### src/rtl/esp_bridge_pkg.sv
// Shared constants, FSM encoding and byte-select helper for the ESP32 UART-to-Wishbone bridge.
package esp_bridge_pkg;

    localparam logic [7:0] CMD_WR = 8'h57;
    localparam logic [7:0] CMD_RD = 8'h52;
    localparam logic [7:0] ST_OK  = 8'h06;
    localparam logic [7:0] ST_ERR = 8'h15;
    localparam logic [7:0] ST_TMO = 8'h18;

    typedef enum logic [2:0] {
        S_IDLE = 3'd0,
        S_ADDR = 3'd1,
        S_DATA = 3'd2,
        S_BUS  = 3'd3,
        S_RESP = 3'd4
    } state_e;

    // Big-endian byte pick: index 0 is the most significant byte.
    function automatic logic [7:0] word_byte(input logic [31:0] word, input logic [1:0] idx);
        case (idx)
            2'd0:    word_byte = word[31:24];
            2'd1:    word_byte = word[23:16];
            2'd2:    word_byte = word[15:8];
            default: word_byte = word[7:0];
        endcase
    endfunction

endpackage

### src/rtl/esp_timeout_ctr.sv
// Saturating cycle counter; expired_o is high while enabled on the MAX-th counted cycle onward.
module esp_timeout_ctr #(
    parameter int MAX = 1024
) (
    input  logic clk,
    input  logic rst_n,
    input  logic clr_i,
    input  logic en_i,
    output logic expired_o
);
    localparam int W = (MAX > 1) ? $clog2(MAX) : 1;
    localparam logic [W-1:0] LAST = W'(MAX - 1);

    logic [W-1:0] count_q;

    // Count enabled cycles, holding at the terminal value until cleared.
    always_ff @(posedge clk or negedge rst_n) begin
        if (!rst_n) begin
            count_q <= {W{1'b0}};
        end else if (clr_i) begin
            count_q <= {W{1'b0}};
        end else if (en_i && (count_q != LAST)) begin
            count_q <= count_q + W'(1);
        end else begin
            count_q <= count_q;
        end
    end

    assign expired_o = en_i && (count_q == LAST);

endmodule

### src/rtl/esp_uart_wb_master.sv
// ESP32 command-frame parser that issues single Wishbone classic transfers and
// reports status (and read data) back over the UART TX byte stream.
module esp_uart_wb_master
    import esp_bridge_pkg::*;
#(
    parameter int RX_TIMEOUT  = 5_000_000,
    parameter int BUS_TIMEOUT = 1024
) (
    input  logic        clk,
    input  logic        rst_n,
    input  logic        rx_valid_i,
    input  logic [7:0]  rx_data_i,
    output logic [7:0]  tx_data_o,
    output logic        tx_valid_o,
    input  logic        tx_ready_i,
    output logic [31:0] wb_adr_o,
    output logic [31:0] wb_dat_o,
    input  logic [31:0] wb_dat_i,
    output logic        wb_we_o,
    output logic [3:0]  wb_sel_o,
    output logic        wb_stb_o,
    output logic        wb_cyc_o,
    input  logic        wb_ack_i,
    input  logic        wb_err_i,
    output logic        busy_o,
    output logic        drop_o
);
    state_e      state_q;
    logic [31:0] addr_q;
    logic [31:0] wdata_q;
    logic [31:0] rdata_q;
    logic [1:0]  cnt_q;
    logic        is_wr_q;
    logic        rd_ok_q;
    logic        data_phase_q;
    logic        cyc_q;
    logic        we_q;
    logic        tx_valid_q;
    logic [7:0]  tx_data_q;
    logic        drop_q;
    logic        rx_expired_s;
    logic        bus_expired_s;

    esp_timeout_ctr #(.MAX(RX_TIMEOUT)) u_rx_tmo (
        .clk       (clk),
        .rst_n     (rst_n),
        .clr_i     ((state_q == S_IDLE) || rx_valid_i),
        .en_i      ((state_q == S_ADDR) || (state_q == S_DATA)),
        .expired_o (rx_expired_s)
    );

    esp_timeout_ctr #(.MAX(BUS_TIMEOUT)) u_bus_tmo (
        .clk       (clk),
        .rst_n     (rst_n),
        .clr_i     (state_q != S_BUS),
        .en_i      (state_q == S_BUS),
        .expired_o (bus_expired_s)
    );

    // Frame parsing, bus transfer and response sequencing with registered outputs.
    always_ff @(posedge clk or negedge rst_n) begin
        if (!rst_n) begin
            state_q      <= S_IDLE;
            addr_q       <= 32'h0000_0000;
            wdata_q      <= 32'h0000_0000;
            rdata_q      <= 32'h0000_0000;
            cnt_q        <= 2'd0;
            is_wr_q      <= 1'b0;
            rd_ok_q      <= 1'b0;
            data_phase_q <= 1'b0;
            cyc_q        <= 1'b0;
            we_q         <= 1'b0;
            tx_valid_q   <= 1'b0;
            tx_data_q    <= 8'h00;
            drop_q       <= 1'b0;
        end else begin
            drop_q <= 1'b0;
            case (state_q)
                S_IDLE: begin
                    if (rx_valid_i && ((rx_data_i == CMD_WR) || (rx_data_i == CMD_RD))) begin
                        is_wr_q <= (rx_data_i == CMD_WR);
                        cnt_q   <= 2'd0;
                        state_q <= S_ADDR;
                    end else begin
                        state_q <= S_IDLE;
                    end
                end
                S_ADDR, S_DATA: begin
                    // A byte arriving on the expiry cycle is lost together with the frame.
                    if (rx_expired_s) begin
                        drop_q  <= rx_valid_i;
                        cnt_q   <= 2'd0;
                        state_q <= S_IDLE;
                    end else if (rx_valid_i) begin
                        if (state_q == S_ADDR) begin
                            addr_q <= {addr_q[23:0], rx_data_i};
                        end else begin
                            wdata_q <= {wdata_q[23:0], rx_data_i};
                        end
                        cnt_q <= cnt_q + 2'd1;
                        if (cnt_q == 2'd3) begin
                            if ((state_q == S_ADDR) && is_wr_q) begin
                                state_q <= S_DATA;
                            end else begin
                                cyc_q   <= 1'b1;
                                we_q    <= is_wr_q;
                                state_q <= S_BUS;
                            end
                        end
                    end
                end
                S_BUS: begin
                    drop_q <= rx_valid_i;
                    if (wb_err_i || wb_ack_i || bus_expired_s) begin
                        cyc_q        <= 1'b0;
                        we_q         <= 1'b0;
                        tx_valid_q   <= 1'b1;
                        data_phase_q <= 1'b0;
                        cnt_q        <= 2'd0;
                        state_q      <= S_RESP;
                        if (wb_err_i) begin
                            tx_data_q <= ST_ERR;
                            rd_ok_q   <= 1'b0;
                        end else if (wb_ack_i) begin
                            tx_data_q <= ST_OK;
                            rd_ok_q   <= !is_wr_q;
                            if (!is_wr_q) begin
                                rdata_q <= wb_dat_i;
                            end
                        end else begin
                            tx_data_q <= ST_TMO;
                            rd_ok_q   <= 1'b0;
                        end
                    end
                end
                S_RESP: begin
                    drop_q <= rx_valid_i;
                    if (tx_valid_q && tx_ready_i) begin
                        if (!data_phase_q && rd_ok_q) begin
                            data_phase_q <= 1'b1;
                            cnt_q        <= 2'd0;
                            tx_data_q    <= word_byte(rdata_q, 2'd0);
                        end else if (data_phase_q && (cnt_q != 2'd3)) begin
                            cnt_q     <= cnt_q + 2'd1;
                            tx_data_q <= word_byte(rdata_q, cnt_q + 2'd1);
                        end else begin
                            tx_valid_q   <= 1'b0;
                            data_phase_q <= 1'b0;
                            rd_ok_q      <= 1'b0;
                            cnt_q        <= 2'd0;
                            state_q      <= S_IDLE;
                        end
                    end
                end
                default: begin
                    cyc_q      <= 1'b0;
                    we_q       <= 1'b0;
                    tx_valid_q <= 1'b0;
                    state_q    <= S_IDLE;
                end
            endcase
        end
    end

    assign wb_adr_o   = addr_q;
    assign wb_dat_o   = wdata_q;
    assign wb_we_o    = we_q;
    assign wb_sel_o   = 4'hF;
    assign wb_cyc_o   = cyc_q;
    assign wb_stb_o   = cyc_q;
    assign tx_valid_o = tx_valid_q;
    assign tx_data_o  = tx_data_q;
    assign busy_o     = (state_q != S_IDLE);
    assign drop_o     = drop_q;

endmodule

### config.mk
export PLATFORM = sky130hd
export DESIGN_NAME = esp_uart_wb_master
export DESIGN_NICKNAME = d
export VERILOG_FILES = /design/src/rtl/esp_bridge_pkg.sv /design/src/rtl/esp_timeout_ctr.sv /design/src/rtl/esp_uart_wb_master.sv
export SDC_FILE = /design/constraint.sdc
export NUM_CORES = 1
export LEC_CHECK = 0
export CAP_MARGIN = 15
export CORE_ASPECT_RATIO = 1.4
export CORE_MARGIN = 1
export CORE_UTILIZATION = 40
export CTS_CLUSTER_DIAMETER = 200
export CTS_CLUSTER_SIZE = 20
export DETAILED_ROUTE_END_ITERATION = 7
export SETUP_SLACK_MARGIN = 0.1
export SLEW_MARGIN = 10
export SYNTH_ARGS = -nofsm -noshare
export SYNTH_HDL_FRONTEND = slang
export SYNTH_SLANG_ARGS = --single-unit
### constraint.sdc
create_clock -name clk -period 5.2 [get_ports clk]
set_input_delay 1.04 -clock clk [delete_from_list [all_inputs] [get_ports clk]]
set_output_delay 1.04 -clock clk [all_outputs]
set_load 0.01 [all_outputs]
After elaboration in Yosys (flattened, before gate mapping)
Cells that the tools add are included.
- register bits: 149
- input port bits: 46
- output and inout port bits: 82
- $add $sub $neg: 3
- equality and inequality tests: 28
- multiplexer cells: 55
- bitwise gates (word level): 6
- reductions and logical operators: 38
- operators by type and width (kind ; number):
    2-to-1 mux 23 bit ; 2
    2-to-1 mux 8 bit ; 4
    one-hot mux 8 bit (3 select lines) ; 1
    adder 23 x 1 -> 23 bit (second input constant) ; 1
    == test 23 bit (second input constant) ; 1
    != test 23 bit (second input constant) ; 1
    2-to-1 mux 1 bit ; 21
    2-to-1 mux 3 bit ; 7
    2-to-1 mux 10 bit ; 2
    AND reduction 5 bit ; 4
    != test 2 bit (second input constant) ; 9
    == test 8 x 7 -> 1 bit (second input constant) ; 2
    one-hot mux 8 bit (2 select lines) ; 1
    AND reduction 4 bit ; 4
    2-to-1 mux 2 bit ; 7
    != test 3 bit (second input constant) ; 4
    one-hot mux 3 bit (4 select lines) ; 1
    AND reduction 6 bit ; 2
    adder 10 x 1 -> 10 bit (second input constant) ; 1
    == test 10 bit (second input constant) ; 1
    2-to-1 mux 5 bit ; 2
    != test 10 bit (second input constant) ; 1
    logical AND 1 bit ; 9
    one-hot mux 1 bit (3 select lines) ; 3
    21 further kinds ; 39

Logic depth before layout (Yosys ltp)
- word-level depth: 7
- gate-level depth with buffers: 8

Modules after synthesis
A second synthesis with hierarchy kept.
- cells, all modules: 588
- area total of the unflattened synthesis: 7209.4 µm²
- modules (own cells, without submodules) (module ; times used ; cells each ; area an instance (µm²) ; seq. area each (µm²)):
    esp_uart_wb_master ; 1 ; 383 ; 5253.8 ; 2902.8
    esp_timeout_ctr (u_rx_tmo) ; 1 ; 134 ; 1305.0 ; 575.6
    esp_timeout_ctr (u_bus_tmo) ; 1 ; 71 ; 650.6 ; 250.2

Least setup slack after synthesis
No wires, ideal clock.
- kind: input to register
- from: in rx_valid_i
- to: reg wdata_q[1], in the netlist wb_dat_o[1]
- library setup time: 0.125 ns
- arrival: 2.362 ns
- slack: 2.714 ns
- stages on the path: 5
- path buffers: 2
- cells stage by stage: clkbuf_1 > o21ai_2 > nor4b_4 > buf_6 > mux2_2
- cells in the longest elaborated chain, start to end: 1
- RTL lines (item ; RTL line ; RTL):
    from (decl) ; esp_uart_wb_master.sv:11 ; input logic rx_valid_i,
    AND reduction 4 bit (no line) ; n/a ;
    to (signal assigned) ; esp_uart_wb_master.sv:98 ; wdata_q <= {wdata_q[23:0], rx_data_i};
    to (decl) ; esp_uart_wb_master.sv:30 ; logic [31:0] wdata_q;
No other way between the ends.
A chain may end at the register's enable or synchronous reset.

Worst setup path after layout
- from: reg state_q[2]
- to: out busy_o
- cells in the longest elaborated chain, start to end: 1
- RTL lines (item ; RTL line ; RTL):
    from (decl) ; esp_uart_wb_master.sv:28 ; state_e state_q;
    from (signal assigned) ; esp_uart_wb_master.sv:63 ; state_q <= S_IDLE;
    from (signal assigned) ; esp_uart_wb_master.sv:83 ; state_q <= S_ADDR;
    from (signal assigned) ; esp_uart_wb_master.sv:85 ; state_q <= S_IDLE;
    nonzero test 3 bit ; esp_uart_wb_master.sv:173 ; assign busy_o = (state_q != S_IDLE);
    to (decl) ; esp_uart_wb_master.sv:25 ; output logic busy_o,
No other way between the ends.

==> out/qor.csv <==
stage,metric,value,unit
floorplan,Initial Util,0.409,
route,vias per cell,5.40,
floorplan,core area,16800,um2
route,DRT iter0 DRCs,193,
sta,Fmax,321,MHz
placement,Final HPWL DP,11300,um
yosys,Post-synth EDFFs,0,
yosys,Ys Warns,0,
critical_path,CP Data Required Time,4.16,ns
yosys,Synth cell types,62,
grt,global-route wire length before repair,25800,um
placement,DP Area,8250,um2
sta,max-slew violations,0,
critical_path,signal arrival time at the worst endpoint,2.08,ns
grt,number of global-route vias before repair,5077,
sta,Tcrit/Tclk final,0.600,
floorplan,Die Span Y,157,um
cells_and_area,Area Overhead vs Synth,28.7,%
power,leakage,3.91,nW
sta,Fin. Hold Viols,0,
route,WL/cell,17.3,um
critical_path,Crit path max-delay family,buffers and inverters,
placement,pre-CTS WS,2.09,ns
sta,relative slew slack,0.390,
critical_path,kind of critical path,register to output pin,
outcome,status,finished clean,
hold_path,Hold WC Path Type,register to register,
floorplan,die area,17800,um2
critical_path,Critical Path Source Type,register,
clock_network,CTS Root Cell,clkbuf_16,
sta,measured slew at the worst slew-check pin,0.913,ns
route,final wirelength,15800,um
clock_network,post_cts resized,0,
sta,Hold Worst Slack,0.487,ns
clock_network,Worst-path clk slew,0.06,ns
floorplan,Top Ports,128,
yosys,synthesis-stage register bit count,149,
placement,GPL Wtd Cong,0.775,
cells_and_area,layout cells sized above 1,0.203,
power,total chip power,2.53,mW
yosys,Syn Std Cell Area,6890,um2
route,via count,4931,
clock_network,H-tree Lvls,4,
clock_network,clock tree from TritonCTS,yes,
sta,Clock Skews,0.00959,ns
critical_path,CP Max Fanout,13,
yosys,share of flip-flops with an asynchronous set or reset,1.00,
cells_and_area,cell area after layout,8860,um2
yosys,ys flop type,dfrtp_1,
sta,setup slack after layout,2.08,ns
critical_path,CP Cell Sequence,"nor3_1, inv_1, clkdlybuf4s50_1",
cells_and_area,diode count,0,
route,Final ANT Viol Nets,0,
grt,Total Routing Usage GR,0.186,
yosys,Mean Syn Cell Area,11.9,um2
clock_network,CTS Buffer Depth,2,
clock_network,CTS buffer count,17,
yosys,post-synthesis sequential area ratio,0.542,
clock_network,post-CTS setup buffers,0,
floorplan,num rows,56,
sta,final setup violation count,0,
clock_network,CTS sink cnt,149,
clock_network,cts hold-fix bufs,0,
route,DRC Markers,0,
critical_path,CP Capture Type,output pin,
placement,Port Buf Inserts,123,
critical_path,"Slowest-stage cell, CP",dfrtp_1,
power,Pwr Density,286,nW/um2
floorplan,die width,113,um
sta,RSZ-0062 raised after global routing,no,
critical_path,Max stage delay on crit path,0.57,ns
cells_and_area,# fillers,1509,
sta,Post-Route Setup TNS,0,ns
route,first drt pass iteration count,4,
grt,antenna violations before repair,0,
sta,post-layout min period,3.12,ns
yosys,Post-Syn Instances,581,
cells_and_area,Nets,750,
critical_path,CP Buf/Inv Count,2,
clock_network,clk_lat worst skew,0.41,ns
grt,grt ovf,0,
grt,largest net degree at the start of global routing,67,
power,Worst VDD drop,0.230,mV
flow_run,max cap viols,0,
[metrics by stage]
stage | instances | utilization
floorplan | 584 | -
global placement | 881 | 0.490
detailed placement | 881 | 0.490
CTS | 913 | 0.527
global route | 913 | 0.527
finish | 913 | 0.527
[registers in the layout (all words and copies together), names as in the netlist, 2 cells and up]
register / flops
tx_data_o: 8
u_bus_tmo.count_q: 10
state_q: 3
cnt_q: 2
rdata_q: 32
wb_adr_o: 32
u_rx_tmo.count_q: 23
wb_dat_o: 32
[synthesized netlist by cell type, types with 3 or more instances]
library cell / n / share of area
xor2_1: 10 / 0.013
nand3_1: 18 / 0.013
nand2_1: 41 / 0.022
nor2b_1: 4 / 0.0036
dfrtp_1: 149 / 0.54
a21o_1: 4 / 0.0044
o21ai_1: 3 / 0.0022
buf_6: 3 / 0.0049
or3_1: 10 / 0.0091
a31oi_1: 4 / 0.0036
and3_1: 7 / 0.0064
clkbuf_1: 14 / 0.0076
nand4_1: 5 / 0.0045
nor3_1: 11 / 0.0080
a221oi_1: 6 / 0.0076
a22o_1: 5 / 0.0064
buf_2: 9 / 0.0065
o21ai_0: 28 / 0.020
o211ai_1: 3 / 0.0033
inv_1: 12 / 0.0065
nor3b_1: 3 / 0.0033
nand2b_1: 4 / 0.0036
mux2_2: 96 / 0.16
buf_4: 5 / 0.0055
a21oi_1: 18 / 0.013
ha_1: 7 / 0.013
nor2_1: 29 / 0.016
and2_1: 5 / 0.0045
o31ai_1: 8 / 0.0087
xnor2_1: 8 / 0.010
mux2i_1: 3 / 0.0044
a22oi_1: 7 / 0.0076
or4_1: 3 / 0.0033
and4_1: 3 / 0.0038
[report_power, final]
group	switching, mW	internal [mW]
clock	0.489	0.778
sequential	0.00648	1.17
combinational	0.0459	0.0444
total	0.541	1.99
[area by class of cell]
type                            count  area [um2]  area share
Multi-Input combinational cell    389        2950       0.333
Tap cell                          203         254      0.0287
Clock inverter                     12         169      0.0191
Timing Repair Buffer              128        1270       0.143
Inverter                           12        45.0     0.00508
Clock buffer                       20         447      0.0504
Sequential cell                   149        3730       0.421
[cell usage in the layout (no fill, tap or decap), types with 5 or more instances in the layout]
cell type / netlist / layout
nor2_1: 29 / 29
ha_1: 7 / 7
nand3_1: 18 / 18
and3_1: 7 / 7
clkbuf_16: 0 / 17
inv_1: 12 / 12
a21oi_1: 18 / 18
and2_1: 5 / 5
buf_4: 5 / 5
xnor2_1: 8 / 8
dfrtp_1: 149 / 149
mux2_2: 96 / 96
o21ai_0: 28 / 28
a22o_1: 5 / 5
or3_1: 10 / 10
a221oi_1: 6 / 6
o31ai_1: 8 / 8
nand4_1: 5 / 5
nor3_1: 11 / 11
a22oi_1: 7 / 7
nand2_1: 41 / 41
xor2_1: 10 / 10
clkdlybuf4s50_1: 0 / 122
[logic make-up after synthesis]
group           synth area share
flops                      0.542
mux                        0.165
simple gates               0.124
buf+inv                   0.0329
fa+ha+maj                 0.0127
other cells             0.000545
compound gates             0.101
xor+xnor                  0.0229
[routing by layer]
layer  share of wire  wire length [um]  global-route usage
met1            0.42              6660               0.226
met4           0.019               308              0.0689
met5               0                 0                   0
met3           0.027               434              0.0362
met2            0.53              8420               0.328
[path summary, 6_finish.rpt]
| check | from | to | slack, ns | cells after the start |
|---|---|---|---|---|
| max | state_q[2] | busy_o | 2.08 | 3 |
| min | tx_data_o[3] | tx_data_o[3] | 0.49 | 2 |
| max reg2reg | state_q[1] | tx_data_o[1] | 2.46 | 5 |
| min reg2reg | tx_data_o[3] | tx_data_o[3] | 0.49 | 2 |
| max in group asynchronous | rst_n | wb_dat_o[29] | 3.59 | 2 |
| min in group asynchronous | rst_n | u_bus_tmo.count_q[9] | 0.61 | 1 |
[worst reg2reg max path, stage by stage, from the launching register on]
cell and delay, ns:
dfrtp_1 0.69, nand3b_1 0.55, or3_1 0.57, o211ai_2 0.54
a211oi_1 0.11, a21o_1 0.18
Power figures use the tool's default switching activity.
==> RTL change 1, RTL diff (same flow settings) <==
The parameter `RX_TIMEOUT` goes from 5_000_000 to 2_500_000.
--- a/src/rtl/esp_uart_wb_master.sv
+++ b/src/rtl/esp_uart_wb_master.sv
@@ -5,3 +5,3 @@
 #(
-    parameter int RX_TIMEOUT  = 5_000_000,
+    parameter int RX_TIMEOUT  = 2_500_000,
     parameter int BUS_TIMEOUT = 1024
Check against the original RTL: same outputs for any inputs over 4 cycles, from zero or initial values and one cycle with rst_n low; that may be too few to reach the edited logic, so the function may still have changed.
==> RTL change 1 against the original RTL <==
Worst setup slack better by 120 ps. Wire length is 3.3% lower. Sequential cell count shrank 1. First-iteration DRC count increased by 15%. Worst hold slack about the same. Final cell count shrank 0.44%. Final area is 0.18% higher. Area after synthesis is 1.3% higher. Critical path type unchanged.
Power is not compared: it rests on default switching activity, and its combinational part moved more than twofold at a synthesized area within 25%.
==> RTL change 1: results (changes against the original RTL) <==
| Metric | Value |
|---|---|
| Top cells by area, synth | dfrtp_1 53%, mux2_2 11%, mux2_4 6.5% |
| Top cell family by delay on the critical path | flip-flops |
| Synth unique cells | 72 (+16%) |
| First-pass GRT wire length | 25200 um (-2.3%) |
| Mux cell area share after synthesis | 18.05% (+1.6 points) |
| Initial DRC count | 222 (+15%) |
| DP HPWL | 10940 um (-3.2%) |
| Fin nets | 717 (-4.4%) |
| Outcome | finished, final reports clean |
| Vias | 4732 (-4.0%) |
| Avg Inst Size Synth | 12.72 um^2 (+7.4%) |
| Most frequent cells after synthesis | 148 x dfrtp_1, 67 x mux2_2, 30 x mux2_4, 29 x nand2_1, 24 x nor2_1 |
| Layout cell share with drive strength beyond 1 | 22.90% (+2.6 points) |
| FILL cells | 1490 (-1.3%) |
| Seq/Total Area, Yosys | 53.12% (-1.0 points) |
| Relative slew slack | 26.96% (-12 points) |
| Post-Synth Adder-Cell Area | 1.256% (-0.016 points) |
| WL met1 | 6518 um (-2.1%) |
| GPL Wtd Cong | 0.7784 (+0.39%) |
| Post-synthesis compound-gate area fraction | 9.548% (-0.57 points) |
| GR met2 Demand/Resource | 30.57% (-2.2 points) |
| Post-Place Cells | 876 (-0.57%) |
| Overall routing resource usage | 18.22% (-0.38 points) |
| Met3 routed WL | 667 um (+54%) |
| Met2 WL post-DR | 7755 um (-7.9%) |
| Worst Skew | 9.950 ps (+0.3557 ps) |
| Maximum number of pins on one net before global-route repair | 115 (+72%) |
## RTL change 1: cell types whose count changed after synthesis, sizes merged, moves of 7 or more
cell / unedited run / this run
clkbuf: 15 / 7
nand4: 6 / 13
nand3: 19 / 12
nor3: 12 / 2
nand2: 41 / 29
o21ai: 32 / 21
o211ai: 4 / 11
or4: 3 / 10
## RTL change 1: worst register-to-register path: stages, from the launching register on
cell	delay (ps)
dfrtp_1	440
ha_1	270
and3_4	190
nand3_1	160
nor2_2	100
or4_4	770
mux2_4	420
## RTL change 1: cell families (layout without fill, tap and decap cells)
family,count (synthesis),count (layout)
mux,102,102
fa+ha+maj,7,7
xor+xnor,14,14
simple gates,140,140
flops,148,148
buf+inv,40,166
other cells,1,4
compound gates,96,96
## RTL change 1: area by class of cell
class / instances / area [um^2] / area share [%]
clock inverter: 14 / 151.4 / 1.705
sequential: 148 / 3704 / 41.72
inverter: 8 / 30.03 / 0.3383
clock buffer: 18 / 439.2 / 4.947
multi-input combinational: 363 / 2988 / 33.66
tap: 232 / 290.3 / 3.270
timing repair buffer: 126 / 1275 / 14.36
## RTL change 1: path summary, 6_finish.rpt
check / from / to / slack [ps] / cells after the start
worst max-delay path: state_q[0] / busy_o / 2200 / 2
worst min-delay path: tx_data_o[6] / tx_data_o[6] / 490 / 2
worst max register to register: u_rx_tmo.count_q[0] / wb_dat_o[21] / 2740 / 6
worst min register to register: tx_data_o[6] / tx_data_o[6] / 490 / 2
max in group asynchronous: rst_n / tx_data_o[1] / 3530 / 3
min in group asynchronous: rst_n / wb_dat_o[22] / 500 / 1
## RTL change 1: report_power, final
| group | switching, uW | leakage, uW | internal, uW |
|---|---|---|---|
| Clock | 498 | 0.000287 | 724 |
| Combinational | 764 | 0.00174 | 1090 |
| Sequential | 311 | 0.00191 | 1530 |
==> RTL change 2, RTL diff (config.mk and constraints unchanged) <==
Without the edit above. Encoding of `state_e`: now one-hot (5 bits for 5 states).
--- a/src/rtl/esp_bridge_pkg.sv
+++ b/src/rtl/esp_bridge_pkg.sv
@@ -9,8 +9,8 @@
 
-    typedef enum logic [2:0] {
-        S_IDLE = 3'd0,
-        S_ADDR = 3'd1,
-        S_DATA = 3'd2,
-        S_BUS  = 3'd3,
-        S_RESP = 3'd4
+    typedef enum logic [4:0] {
+        S_IDLE = 5'b00001,
+        S_ADDR = 5'b00010,
+        S_DATA = 5'b00100,
+        S_BUS  = 5'b01000,
+        S_RESP = 5'b10000
     } state_e;
Formal check against the unedited RTL: no difference found for any inputs over 4 cycles, from zero or initial values and one cycle with rst_n low; so few cycles prove little.
==> RTL change 2 against the original RTL <==
Global-route usage increased by 0.58 points. Power up 5.8%. Wire length grew 1.2%. Maximum frequency is 5.1% lower. Worst setup slack got worse by 170 ps. Worst hold slack better by 3.6 ps. Utilization increased by 0.49 points. Combinational power rose by 72%. First-iteration DRC count is 27% higher. Area after synthesis down 0.38%. Synthesized cell count decreased by 1.4%. Final area increased by 0.51%. Sequential cell count is 2 higher.
==> RTL change 2: results (changes against the original RTL) <==
| Metric | Value |
|---|---|
| Pin slew with the least headroom to its limit | 1066 ps (+152.5 ps) |
| Vias in the first global route | 5112 (+0.69%) |
| Initial DRC count | 245 (+27%) |
| Peak supply drop | 0.2109 mV (-8.3%) |
| DP HPWL | 11270 um (-0.37%) |
| Fin nets | 745 (-0.67%) |
| GR met2 Demand/Resource | 33.45% (+0.68 points) |
| Post-Route WL | 16000 um (+1.2%) |
| Most frequent cells after synthesis | 150 x dfrtp_1, 95 x mux2_2, 36 x nand2_1, 34 x o21ai_0, 28 x nor2_1 |
| Lkg Pwr | 0.003918 uW (+0.30%) |
| Crit path from | state_q[0] |
| Worst Skew | 8.179 ps (-1.416 ps) |
| Slowest-stage cell, CP | dfstp_2 |
| First-pass GRT wire length | 26380 um (+2.2%) |
| Worst Reg-to-Reg Cells | 4 (-1) |
| Worst Hold Launch | tx_data_o[2] |
| Met1 global-route usage | 22.41% (-0.16 points) |
| Worst flop-to-flop path startpoint | u_rx_tmo.count_q[2] |
| Seq/Total Area, Yosys | 55.11% (+0.96 points) |
| GPL Wtd Cong | 0.7993 (+3.1%) |
| DP Area | 8265 um^2 (+0.24%) |
| Outcome | finished, final reports clean |
| Maximum number of pins on one net before global-route repair | 114 (+70%) |
| Post-route worst setup slack | 1912 ps (-168.6 ps) |
| Crit Path Max Fanout | 5 (-8) |
RTL change 2: through the flow:
stage / cells / util, %
3_3_place_gp: 876 / 49.36
6_report: 908 / 53.18
4_1_cts: 908 / 53.18
3_5_place_dp: 876 / 49.36
5_1_grt: 908 / 53.18
2_1_floorplan: 576 / -
RTL change 2: worst paths after layout:
kind                                   endpoint  slack, ps
setup / recovery                         busy_o       1910
hold / removal                     tx_data_o[2]        490
setup reg to reg                   wb_dat_o[19]       2100
hold reg to reg                    tx_data_o[2]        490
max in group asynchronous           rdata_q[24]       3330
min in group asynchronous  u_rx_tmo.count_q[19]        780
RTL change 2: layout make-up:
class                      instances  area [um^2]
fill                            1486         7840
inverter                           9        33.78
clock buffer                      17        425.4
clock inverter                    15        215.2
tap                              203        254.0
timing repair buffer             126         1255
multi-input combinational        387         2943
sequential                       151         3780
RTL change 2: power groups by stage:
| stage | Sequential, uW | Clock, uW | Combinational [uW] |
|---|---|---|---|
| global route | 1190 | 1410 | 171 |
| finish | 1190 | 1330 | 155 |
| floorplan | 1210 | 0 | 64.7 |
| CTS | 1190 | 1360 | 159 |
| detailed placement | 1210 | 0 | 158 |
| global placement | 1210 | 0 | 156 |
RTL change 2: kinds of logic (layout without fill, tap and decap cells):
logic type,after synthesis,count (layout),synth area share [%]
and+or+nand+nor,150,150,11.42
other,1,4,0.05467
adders and majority gates,7,7,1.277
muxes,101,101,16.55
xor gates and xnor gates,13,13,1.660
DFF,151,151,55.11
AOI/OAI and AO/OA,112,112,11.36
buffers and inverters,38,167,2.572
RTL change 2: layer usage:
metal	share of wire (%)	wire, um
met1	41	6624
met3	3.4	548
met5	0	0
met2	53	8426
met4	2.5	404
